<file path="src/rtl/instr_fetch.sv">
// Instruction fetch/sequencer: owns the PC, drives a synchronous instruction ROM,
// resolves relative jumps through a writable 16-entry offset LUT and detects halt.
module instr_fetch #(
    parameter int unsigned PC_W      = 10,
    parameter logic [8:0]  HALT_WORD = 9'h1FF
) (
    input  logic            clk,
    input  logic            rst_n,
    input  logic            start,
    output logic [PC_W-1:0] imem_addr,
    input  logic [8:0]      imem_data,
    output logic [8:0]      mach_code,
    output logic            instr_valid,
    output logic [PC_W-1:0] cur_pc,
    input  logic            relj,
    input  logic            lut_we,
    input  logic [3:0]      lut_idx,
    input  logic [7:0]      lut_data,
    output logic            done
);

    localparam int unsigned OFF_W = 8;
    localparam int unsigned LUT_N = 16;
    localparam int unsigned EXT_W = PC_W - OFF_W;

    typedef enum logic [2:0] {
        S_IDLE,
        S_FILL,
        S_RUN,
        S_FLUSH,
        S_DONE
    } state_e;

    state_e            state_q;
    logic [PC_W-1:0]   imem_addr_q;
    logic [PC_W-1:0]   cur_pc_q;
    logic              instr_valid_q;
    logic              done_q;
    logic [OFF_W-1:0]  lut_q [LUT_N];

    logic              is_halt_c;
    logic [OFF_W-1:0]  offset_c;
    logic [PC_W-1:0]   target_c;
    logic [PC_W-1:0]   addr_inc_c;

    // Branch target uses the LUT value before any write landing on this same edge.
    always_comb begin
        is_halt_c  = instr_valid_q && (imem_data == HALT_WORD);
        offset_c   = lut_q[imem_data[3:0]];
        target_c   = cur_pc_q + {{EXT_W{offset_c[OFF_W-1]}}, offset_c};
        addr_inc_c = imem_addr_q + PC_W'(1);
    end

    always_ff @(posedge clk or negedge rst_n) begin
        if (!rst_n) begin
            for (int i = 0; i < LUT_N; i++) begin
                lut_q[i] <= '0;
            end
        end else if (lut_we) begin
            lut_q[lut_idx] <= lut_data;
        end
    end

    always_ff @(posedge clk or negedge rst_n) begin
        if (!rst_n) begin
            state_q       <= S_IDLE;
            imem_addr_q   <= '0;
            cur_pc_q      <= '0;
            instr_valid_q <= 1'b0;
            done_q        <= 1'b0;
        end else begin
            case (state_q)
                S_IDLE, S_DONE: begin
                    if (start) begin
                        done_q      <= 1'b0;
                        imem_addr_q <= '0;
                        state_q     <= S_FILL;
                    end
                end
                // FILL and FLUSH both complete a fetch whose address is in imem_addr_q.
                S_FILL, S_FLUSH: begin
                    cur_pc_q      <= imem_addr_q;
                    imem_addr_q   <= addr_inc_c;
                    instr_valid_q <= 1'b1;
                    state_q       <= S_RUN;
                end
                S_RUN: begin
                    if (is_halt_c) begin
                        done_q        <= 1'b1;
                        instr_valid_q <= 1'b0;
                        state_q       <= S_DONE;
                    end else if (instr_valid_q && relj) begin
                        imem_addr_q   <= target_c;
                        instr_valid_q <= 1'b0;
                        state_q       <= S_FLUSH;
                    end else begin
                        cur_pc_q    <= imem_addr_q;
                        imem_addr_q <= addr_inc_c;
                    end
                end
                default: begin
                    state_q       <= S_IDLE;
                    instr_valid_q <= 1'b0;
                end
            endcase
        end
    end

    assign imem_addr   = imem_addr_q;
    assign cur_pc      = cur_pc_q;
    assign instr_valid = instr_valid_q;
    assign done        = done_q;
    assign mach_code   = instr_valid_q ? imem_data : 9'h000;

endmodule

</file>
<file path="config.mk">
export PLATFORM = sky130hd
export DESIGN_NAME = instr_fetch
export DESIGN_NICKNAME = d
export VERILOG_FILES = /design/src/rtl/instr_fetch.sv
export SDC_FILE = /design/constraint.sdc
export NUM_CORES = 1
export LEC_CHECK = 0
export ABC_AREA = 1
export CAP_MARGIN = 20
export CORE_AREA = 10 10 154 191
export CTS_CLUSTER_SIZE = 25
export DETAILED_ROUTE_END_ITERATION = 6
export DIE_AREA = 0 0 164 201
export GPL_ROUTABILITY_DRIVEN = 1
export PLACE_DENSITY_LB_ADDON = 0.2
export SYNTH_ARGS = -nofsm -noshare
export SYNTH_HDL_FRONTEND = slang
export SYNTH_SLANG_ARGS = --single-unit
</file>
<file path="constraint.sdc">
create_clock -name clk -period 2.45 [get_ports clk]
set_input_delay 0.735 -clock clk [delete_from_list [all_inputs] [get_ports clk]]
set_output_delay 0.735 -clock clk [all_outputs]
set_load 0.05 [all_outputs]
</file>
==> impl_metrics.csv, run 1 <==
group,metric,value,unit
sta,rsz0062_at_grt,"yes",
sta,max_freq,388,MHz
finish,n_fill_cell,2675,
synthesis,ys_warn_count,0,
finish,regArea,3830,sq um
routing,ant_nets,0,
hold_path,hp-class,"input port to asynchronous set/reset pin",
routing,avgViaCountPerCell,4.82,
pwr,power.total,0.0102,W
setup_path,cp-start-kind,"input port",
sta,finalSetupViolations,7,
floorplan,dieArea,33000,sq um
finish,fin_util,0.399,
setup_path,critPathKind,"input port to flop",
pwr,power_density,987,nW/um^2
clock_tree,clockBufferDepth,2,
synthesis,synth_fp_nets,979,
sta,finalCriticalPeriod,2.58,ns
finish,instances_no_fill,1424,
synthesis,synth_area_per_cell,8.04,sq um
place,gp_congestion,0.820,
finish,area_growth,35.8,%
clock_tree,cts.sinks,153,
global_routing,grt_pass1_wl,39100,um
synthesis,synth-seq-cells,153,
clock_tree,ctsHoldBuffers,0,
clock_tree,h-tree-depth,4,
global_routing,overflow,0,
floorplan,die_y,201,um
floorplan,core,25800,sq um
synthesis,synth-seq-area-share,0.505,
setup_path,end_kind,"flop",
finish,num_antenna_cells,0,
clock_tree,clk_pin_slew_worst_paths,0.07,ns
place,post-place-ws,-1.32,ns
clock_tree,cts_buffers,17,
finish,nets,1109,
sta,hold_violations,0,
routing,via_count,6859,
place,dp.cells,1386,
floorplan,start_util,0.294,
global_routing,grt_max_degree,74,
synthesis,synthDistinctLibCells,36,
setup_path,crit_path_max_fanout,7,
sta,setup_ws,-0.126,ns
finish,multi_input_area,3520,sq um
global_routing,grt_pass1_vias,6862,
synthesis,synth_area,7580,sq um
outcome,status,"complete, but fails checks",
sta,slew-limit-headroom,0.638,
routing,first_pass_iters,5,
floorplan,dieWidth,164,um
sta,worstMarginPinSlew,0.543,ns
routing,drc_errors,0,
routing,drt-total-wl,24300,um
run,max_cap_viol_count,0,
sta,clock_skew,0.0125,ns
clock_tree,cts_tree,"built",
clock_tree,cts_root_buf,"clkbuf_16",
floorplan,io_pins,57,
routing,drtIter0Drc,501,
clock_tree,insertion_delay,0.43,ns
sta,period_share,1.05,
setup_path,worstPathArrival,2.93,ns
global_routing,grt_antenna_before_repair,0,
synthesis,synth_cells,942,
routing,wl_per_cell,17.0,um
place,portBuffers,56,
floorplan,num_rows,66,
finish,drive_above_1_share,0.206,
global_routing,grt.total_usage,0.150,
outcome,violations,"negative setup slack",
setup_path,cp_data_required_time,2.81,ns
finish,mostFrequentLayoutCells,"217 x nand2_1, 153 x dfrtp_1, 144 x o21ai_0",
pwr,ir_drop,0.000480,V
finish,mostFrequentLayoutCell,"nand2_1",
sta,slew_viol_final,0,
pwr,p_leak,4.79,nW
place,hpwl,17100,um
path summary, 6_finish.rpt:
check	startpoint	end	slack, ns	depth (start not counted)
min in group clk	lut_q[14]$_DFFE_PN0P_	lut_q[14]$_DFFE_PN0P_	0.48	2
hold / removal	rst_n	lut_q[127]$_DFFE_PN0P_	0.13	1
max in group asynchronous	rst_n	imem_addr[6]$_DFFE_PN0P_	1.66	2
setup reg to reg	lut_q[40]$_DFFE_PN0P_	imem_addr[8]$_DFFE_PN0P_	0.13	14
hold reg to reg	lut_q[14]$_DFFE_PN0P_	lut_q[14]$_DFFE_PN0P_	0.48	2
setup / recovery	imem_data[0]	imem_addr[8]$_DFFE_PN0P_	-0.13	18
where the power goes:
part	internal, W	switching, W	total [W]
Sequential	0.00315	0.000458	0.00361
Combinational	0.00163	0.00243	0.00406
Clock	0.00142	0.00107	0.00248
sequential cells by signal, indices dropped and copies added, names as in the netlist:
name / cells
instr_valid: 1
lut_q: 128
cur_pc: 10
state_q: 3
imem_addr: 10
done: 1
Yosys cell counts:
library cell  count  area share
o21ai_2           1      0.0012
a21oi_1          55       0.036
a21oi_2           7      0.0081
nand3b_1          2      0.0020
o21bai_1          1     0.00099
nand4_1           4      0.0033
nor3_1            2      0.0013
nand2_2           4      0.0033
inv_1            72       0.036
nor2_1           78       0.039
a22oi_1           2      0.0020
fa_1              1      0.0026
ha_1             10       0.017
a211oi_1          1     0.00099
nand2_1         218        0.11
clkbuf_1         37       0.018
buf_2             6      0.0040
buf_4             3      0.0030
dfrtp_1         153        0.51
a21o_1            1     0.00099
nor3_2            1      0.0013
buf_6             1      0.0015
buf_1             3      0.0015
o22ai_1          13       0.011
nand3_1          41       0.027
o221ai_1         14       0.016
or3_4             1      0.0015
o21ai_1           8      0.0053
nand2_4           2      0.0030
inv_2             5      0.0025
o21a_1            2      0.0020
xor2_1            2      0.0023
o21ai_0         182        0.12
nor4_4            2      0.0056
or2_2             4      0.0033
xnor2_1           3      0.0035
through the flow:
step                      setup TNS, ns  instance area, sq um  hold WS [ns]
after floorplan                   -2.99                  7670         0.439
after global placement           -16.69                  9340         0.463
after detailed placement         -17.19                  9340         0.468
after CTS                        -0.810                 10200         0.124
after global routing              -1.92                 10300         0.130
final                            -0.629                 10300         0.133
metal layers:
layer / part of all wire / global-route usage
met5: 0 / 0
met4: 0.018 / 0.0432
met2: 0.49 / 0.246
met3: 0.041 / 0.0265
met1: 0.46 / 0.197
kinds of logic after synthesis:
family          synth area share
buf+inv                   0.0664
flops                      0.505
xor+xnor                 0.00578
simple gates               0.198
fa+ha+maj                 0.0192
compound gates             0.205
final cells by class:
class | count | area share
Timing Repair Buffer | 160 | 0.162
Multi-Input combinational cell | 663 | 0.342
Sequential cell | 153 | 0.372
Inverter | 77 | 0.0295
Tap cell | 340 | 0.0413
Clock inverter | 11 | 0.00973
Clock buffer | 20 | 0.0434
worst max-delay path, stage by stage:
cell	delay (ns)
buf_16	0.13
inv_12	0.09
nand2_8	0.08
buf_12	0.14
o221ai_4	0.13
a21oi_2	0.05
o21ai_2	0.16
o21ai_2	0.08
ha_2	0.20
fa_2	0.37
nand3_2	0.09
nand3_4	0.08
nand4_1	0.10
nand3_1	0.09
xnor2_1	0.13
nand2_1	0.06
nand3_1	0.06
a21oi_1	0.13
timing repair:
action,in CTS,in global routing
buffers inserted,7,0
pin swaps,26,32
gates cloned,1,0
resized for setup,78,39
setup endpoints to repair,24,15
Power figures use the tool's default switching activity.
==> inputs of run 2 (changes only) <==
--- a/config.mk
+++ b/config.mk
@@ -8,6 +8,7 @@
 export ABC_AREA = 1
 export CAP_MARGIN = 20
 export CORE_AREA = 10 10 154 191
+export CTS_BUF_LIST = sky130_fd_sc_hd__clkbuf_8
 export CTS_CLUSTER_SIZE = 25
 export DETAILED_ROUTE_END_ITERATION = 6
 export DIE_AREA = 0 0 164 201
==> run 2 against run 1 <==
The run still ends with negative setup slack left. Via count rose by 0.58%. Sequential share of layout area fell by 0.081 points. Register-to-register slack got worse by 0.04 ns. Final area rose by 0.22%. Highest routed layer unchanged. Hold slack got worse by 0.040 ns. Largest cell class unchanged. Largest power group unchanged. Worst setup slack got worse by 0.021 ns. Sequential power barely moved.
==> impl_metrics.csv, run 2 (synthesized netlist as in run 1, its figures left out) <==
group,metric,value,unit
setup_path,critPathMaxStageDelay,0.37,ns
clock_tree,cts_root_buf,"clkbuf_8",
floorplan,core,25800,sq um
setup_path,cp-start-kind,"input port",
pwr,p_leak,4.78,nW
setup_path,critPathSlowestCell,"fa_2",
floorplan,dieArea,33000,sq um
sta,setup_ws,-0.147,ns
routing,first_pass_iters,5,
global_routing,grt.total_usage,0.151,
routing,ant_nets,0,
global_routing,overflow,0,
finish,design_area,10300,sq um
clock_tree,clockBufferDepth,2,
sta,worstMarginPinSlew,0.549,ns
setup_path,critPathKind,"input port to flop",
clock_tree,clk_pin_slew_worst_paths,0.10,ns
floorplan,io_pins,57,
sta,rsz0062_at_grt,"yes",
sta,clock_skew,0.0191,ns
routing,wl_per_cell,17.2,um
place,gp_congestion,0.820,
sta,hold_slack,0.0931,ns
sta,slew_viol_final,0,
pwr,power_density,923,nW/um^2
outcome,violations,"negative setup slack",
setup_path,setup.worst_path.start,"imem_data[1]",
sta,slew-limit-headroom,0.633,
setup_path,end_kind,"flop",
setup_path,path_buf_inv,3,
global_routing,grt_pass1_wl,39400,um
finish,num_antenna_cells,0,
sta,finalCriticalPeriod,2.60,ns
pwr,ir_drop,0.000337,V
finish,nets,1117,
finish,mostFrequentLayoutCell,"nand2_1",
finish,largest-register,"lut_q",
finish,area_growth,36.1,%
global_routing,grt_max_degree,74,
clock_tree,cts_buffers,17,
floorplan,num_rows,66,
sta,hold_violations,0,
setup_path,worstPathArrival,2.96,ns
sta,period_share,1.06,
setup_path,crit_path_max_fanout,6,
routing,drtIter0Drc,444,
setup_path,r2r_start,"lut_q[40]$_DFFE_PN0P_",
sta,fin_setup_tns,-0.673,ns
clock_tree,insertion_delay,0.46,ns
floorplan,die_y,201,um
finish,drive_above_1_share,0.222,
setup_path,path_common_cell,"buf_12",
routing,drt-total-wl,24600,um
clock_tree,h-tree-depth,4,
global_routing,grt_pass1_vias,6952,
place,portBuffers,56,
setup_path,crit_chain,"buf_12, buf_12, nand2_8, buf_12, o221ai_4, a21oi_2, o21ai_2, o21ai_2, ha_2, fa_2, nand3_2, nand3_4, nand4_1, nand3_1, xnor2_1, nand2_1, nand3_1, a21oi_1",
sta,finalSetupViolations,7,
outcome,status,"complete, but fails checks",
setup_path,cp_data_required_time,2.81,ns
floorplan,dieWidth,164,um
clock_tree,cts.sinks,153,
finish,largest_reg_flops,128,
routing,drc_errors,0,
floorplan,start_util,0.294,
place,dpl_cell_area,9340,sq um
routing,avgViaCountPerCell,4.82,
setup_path,cp_top_family,"simple AND/OR/NAND/NOR gates",
clock_tree,cts_tree,"built",
finish,mostFrequentLayoutCells,"217 x nand2_1, 153 x dfrtp_1, 143 x o21ai_0",
routing,via_count,6899,
sta,max_freq,385,MHz
run,max_cap_viol_count,0,
hold_path,hp-class,"input port to asynchronous set/reset pin",
global_routing,grt_antenna_before_repair,0,
place,hpwl,17100,um
-- run 2: final cells by class --
class / instances / area [sq um]
clock inverters: 13 / 108
well taps: 340 / 425
repair buffers: 167 / 1780
multi-input cells: 664 / 3610
clock buffers: 18 / 248
flip-flops and latches: 153 / 3830
inverters: 77 / 310
fillers: 2678 / 15500
-- run 2: stage by stage --
step,std cells,total power [W],util,worst slack (ns)
after floorplan,942,0.00601,-,-0.411
after global placement,1386,0.00755,0.363,-1.34
after detailed placement,1386,0.00759,0.363,-1.32
after CTS,1430,0.00950,0.393,-0.0781
after global routing,1432,0.0102,0.400,-0.287
final,1432,0.00952,0.400,-0.147
-- run 2: worst paths after layout --
| path | to | slack (ns) | cells after the start |
|---|---|---|---|
| worst min register to register | lut_q[14]$_DFFE_PN0P_ | 0.48 | 2 |
| min in group clk | lut_q[14]$_DFFE_PN0P_ | 0.48 | 2 |
| worst max-delay path | imem_addr[8]$_DFFE_PN0P_ | -0.15 | 18 |
| worst min-delay path | lut_q[127]$_DFFE_PN0P_ | 0.09 | 1 |
| worst max register to register | imem_addr[8]$_DFFE_PN0P_ | 0.09 | 14 |
| max in group asynchronous | lut_q[1]$_DFFE_PN0P_ | 1.70 | 2 |
-- run 2: routing by layer --
layer	track usage	share of wire
met5	0	0
met4	0.0467	0.022
met3	0.0300	0.040
met2	0.246	0.48
met1	0.198	0.46
-- run 2: timing repair --
item,CTS,global route
pin swaps,35,35
gates cloned,3,1
setup endpoints to repair,29,11
gates resized for setup,115,39
buffers inserted,11,1
hold buffers,0,0
-- run 2: power by group --
group	internal (W)	switching, W
logic	0.00164	0.00247
registers	0.00314	0.000468
clock network	0.000813	0.000991
total	0.00559	0.00393
-- run 2: worst register-to-register path, delay by kind of cell, from the launching register on --
family,cells,cell delay [ns]
flip-flops,1,0.39
AO/OA/AOI/OAI,4,0.48
XOR/XNOR,1,0.16
AND/OR/NAND/NOR,7,0.67
adder cells (fa/ha/maj),2,0.57
==> inputs of run 3 (changes only) <==
--- a/config.mk
+++ b/config.mk
@@ -6,6 +6,7 @@
 export NUM_CORES = 1
 export LEC_CHECK = 0
 export ABC_AREA = 1
+export ABC_CLOCK_PERIOD_IN_PS = 2450
 export CAP_MARGIN = 20
 export CORE_AREA = 10 10 154 191
 export CTS_BUF_LIST = sky130_fd_sc_hd__clkbuf_8
@@ -14,6 +15,7 @@
 export DIE_AREA = 0 0 164 201
 export GPL_ROUTABILITY_DRIVEN = 1
 export PLACE_DENSITY_LB_ADDON = 0.2
+export REMOVE_ABC_BUFFERS = 1
 export SYNTH_ARGS = -nofsm -noshare
 export SYNTH_HDL_FRONTEND = slang
 export SYNTH_SLANG_ARGS = --single-unit
==> run 3 against run 2 <==
The run still ends with negative setup slack left. Final cell count stayed put. First-iteration DRC count is 7.7% lower. Core utilization is 0.19 points lower. Power is 3.2% higher. Clock-buffer cell count is 2 higher. Combinational power is 1% higher. Global-route usage is 0.20 points lower. Clock power is 13% higher. Hold slack better by 0.022 ns. Wire length is 2.1% lower. Highest routed layer unchanged. Die area stayed put. Sequential share of layout area is 0.18 points higher. Critical path type unchanged.
==> impl_metrics.csv, run 3 (synthesized netlist as in run 1, its figures left out) <==
group,metric,value,unit
setup_path,end_kind,"flop",
clock_tree,clk_pin_slew_worst_paths,0.09,ns
sta,setup_ws,-0.120,ns
global_routing,grt_antenna_before_repair,0,
setup_path,path_common_cell,"o21ai_1",
finish,largest-register,"lut_q",
global_routing,grt.total_usage,0.149,
routing,via_count,6772,
floorplan,dieArea,33000,sq um
setup_path,critPathSlowestCell,"ha_1",
setup_path,worstPathArrival,2.94,ns
routing,drc_errors,0,
setup_path,crit_chain,"buf_12, buf_8, clkinvlp_4, buf_6, o21ai_1, o22ai_1, nor2_1, o21ai_1, ha_1, a21oi_2, nor2_2, nor2_1, o21ai_2, buf_4, nand2_2, nand3_2, a21oi_2, o21ai_1",
global_routing,grt_pass1_wl,38600,um
sta,slew_viol_final,0,
setup_path,critPathMaxStageDelay,0.33,ns
setup_path,r2r_start,"lut_q[66]$_DFFE_PN0P_",
finish,n_fill_cell,2668,
pwr,p_leak,4.75,nW
finish,mostFrequentLayoutCell,"nand2_1",
floorplan,start_util,0.294,
finish,nets,1116,
clock_tree,ctsHoldBuffers,0,
floorplan,num_rows,66,
sta,finalCriticalPeriod,2.57,ns
clock_tree,clockBufferDepth,2,
sta,max_freq,389,MHz
finish,area_growth,35.5,%
pwr,pwr-share-comb,0.424,
routing,avgViaCountPerCell,4.73,
sta,clock_skew,0.00987,ns
floorplan,dieWidth,164,um
finish,num_antenna_cells,0,
setup_path,r2r_cells,15,
pwr,power_frac_clock,0.208,
finish,largest_reg_flops,128,
setup_path,reg2reg_to,"imem_addr[5]$_DFFE_PN0P_",
place,gp_congestion,0.831,
pwr,seq_power_share,0.368,
finish,drive_above_1_share,0.230,
pwr,intPower,0.00581,W
pwr,p_sw_frac,0.409,
place,hpwl,17200,um
global_routing,overflow,0,
hold_path,hp-class,"input port to asynchronous set/reset pin",
sta,hold_violations,0,
outcome,violations,"negative setup slack",
run,max_cap_viol_count,0,
routing,first_pass_iters,6,
sta,worstMarginPinSlew,0.598,ns
floorplan,io_pins,57,
clock_tree,h-tree-depth,4,
global_routing,grt_max_degree,55,
setup_path,critPathKind,"input port to flop",
clock_tree,cts_tree,"built",
floorplan,core,25800,sq um
sta,period_share,1.05,
setup_path,crit_path_max_fanout,7,
place,portBuffers,56,
routing,drtIter0Drc,410,
setup_path,cp-start-kind,"input port",
setup_path,rrSetupSlack,0.05,ns
routing,ant_nets,0,
sta,finalSetupViolations,7,
clock_tree,cts.sinks,153,
pwr,power.total,0.00982,W
setup_path,cp_data_required_time,2.82,ns
finish,mostFrequentLayoutCells,"212 x nand2_1, 153 x dfrtp_1, 144 x o21ai_0",
clock_tree,cts_buffers,17,
sta,rsz0062_at_grt,"yes",
clock_tree,cts_root_buf,"clkbuf_8",
sta,slew-limit-headroom,0.601,
sta,hold_slack,0.115,ns
floorplan,die_y,201,um
outcome,status,"complete, but fails checks",
pwr,power_density,957,nW/um^2
pwr,ir_drop,0.000276,V
routing,drt-total-wl,24100,um
clock_tree,insertion_delay,0.48,ns
global_routing,grt_pass1_vias,6744,
routing,wl_per_cell,16.9,um
pwr,switchingPower,0.00402,W
run 3: cell types whose count changed in the layout (fill, tap and decap cells not counted), moves of 3 or more:
cell,delta
buf_12,-8
buf_4,+4
buf_6,+3
buf_8,+4
clkinv_4,+3
dlygate4sd2_1,+4
ha_1,-3
ha_4,+3
nand2_1,-5
nand2_2,+4
nand3_1,-5
nand3_2,+5
run 3: layout make-up:
| cell class | instances | area (sq um) | area share |
|---|---|---|---|
| tap | 340 | 425 | 0.0414 |
| timing repair buffer | 168 | 1680 | 0.163 |
| inverter | 77 | 305 | 0.0297 |
| sequential | 153 | 3830 | 0.373 |
| multi-input combinational | 662 | 3610 | 0.352 |
| clock buffer | 20 | 275 | 0.0268 |
| clock inverter | 12 | 140 | 0.0137 |
run 3: power by group through the flow:
stage	Clock [W]	Combinational (W)	Sequential, W
global placement	0	0.00386	0.00364
finish	0.00204	0.00416	0.00362
floorplan	0	0.00183	0.00404
global route	0.00220	0.00461	0.00370
detailed placement	0	0.00389	0.00363
CTS	0.00210	0.00400	0.00360
run 3: routing by layer:
metal  vias to the layer above  global-route usage  part of all wire
met5                         -                   0                 0
met4                         0              0.0646             0.024
met3                        29              0.0295             0.047
met2                       147               0.241              0.48
met1                      3185               0.189              0.44
li1                       3411                   -                 -
run 3: worst max path at each step:
stage | from | to | slack [ns] | depth (start not counted)
global placement | imem_data[1] | imem_addr[9]$_DFFE_PN0P_ | -1.39 | 18
finish | imem_data[1] | imem_addr[5]$_DFFE_PN0P_ | -0.12 | 18
detailed placement | imem_data[1] | imem_addr[7]$_DFFE_PN0P_ | -1.46 | 18
global route | imem_data[1] | imem_addr[5]$_DFFE_PN0P_ | -0.23 | 16
CTS | imem_data[1] | imem_addr[5]$_DFFE_PN0P_ | -0.13 | 18
floorplan | imem_data[0] | imem_addr[4]$_DFFE_PN0P_ | -0.95 | 16
run 3: per-stage QoR:
stage          utilization  instance area, sq um  TNS, ns  std cells  worst slack (ns)
2_1_floorplan            -                  7360    -6.92        892            -0.946
3_3_place_gp         0.359                  9240   -18.14       1386             -1.39
3_5_place_dp         0.359                  9240   -18.47       1386             -1.46
4_1_cts              0.389                 10000   -0.492       1430            -0.134
5_1_grt              0.398                 10300    -1.43       1432            -0.233
6_report             0.398                 10300   -0.509       1432            -0.120
run 3: what timing repair did:
item / 4_1_cts / 5_1_grt
buffers inserted: 12 / 2
gates cloned: 2 / 0
resized for setup: 121 / 60
pin swaps: 26 / 40
endpoints found under the setup margin: 32 / 9
run 3: critical path: cells and delay by family:
| family | cells | cell delay [ns] |
|---|---|---|
| AOI/OAI and AO/OA | 7 | 0.72 |
| adders and majority gates | 1 | 0.33 |
| buffers and inverters | 5 | 0.73 |
| and+or+nand+nor | 5 | 0.40 |
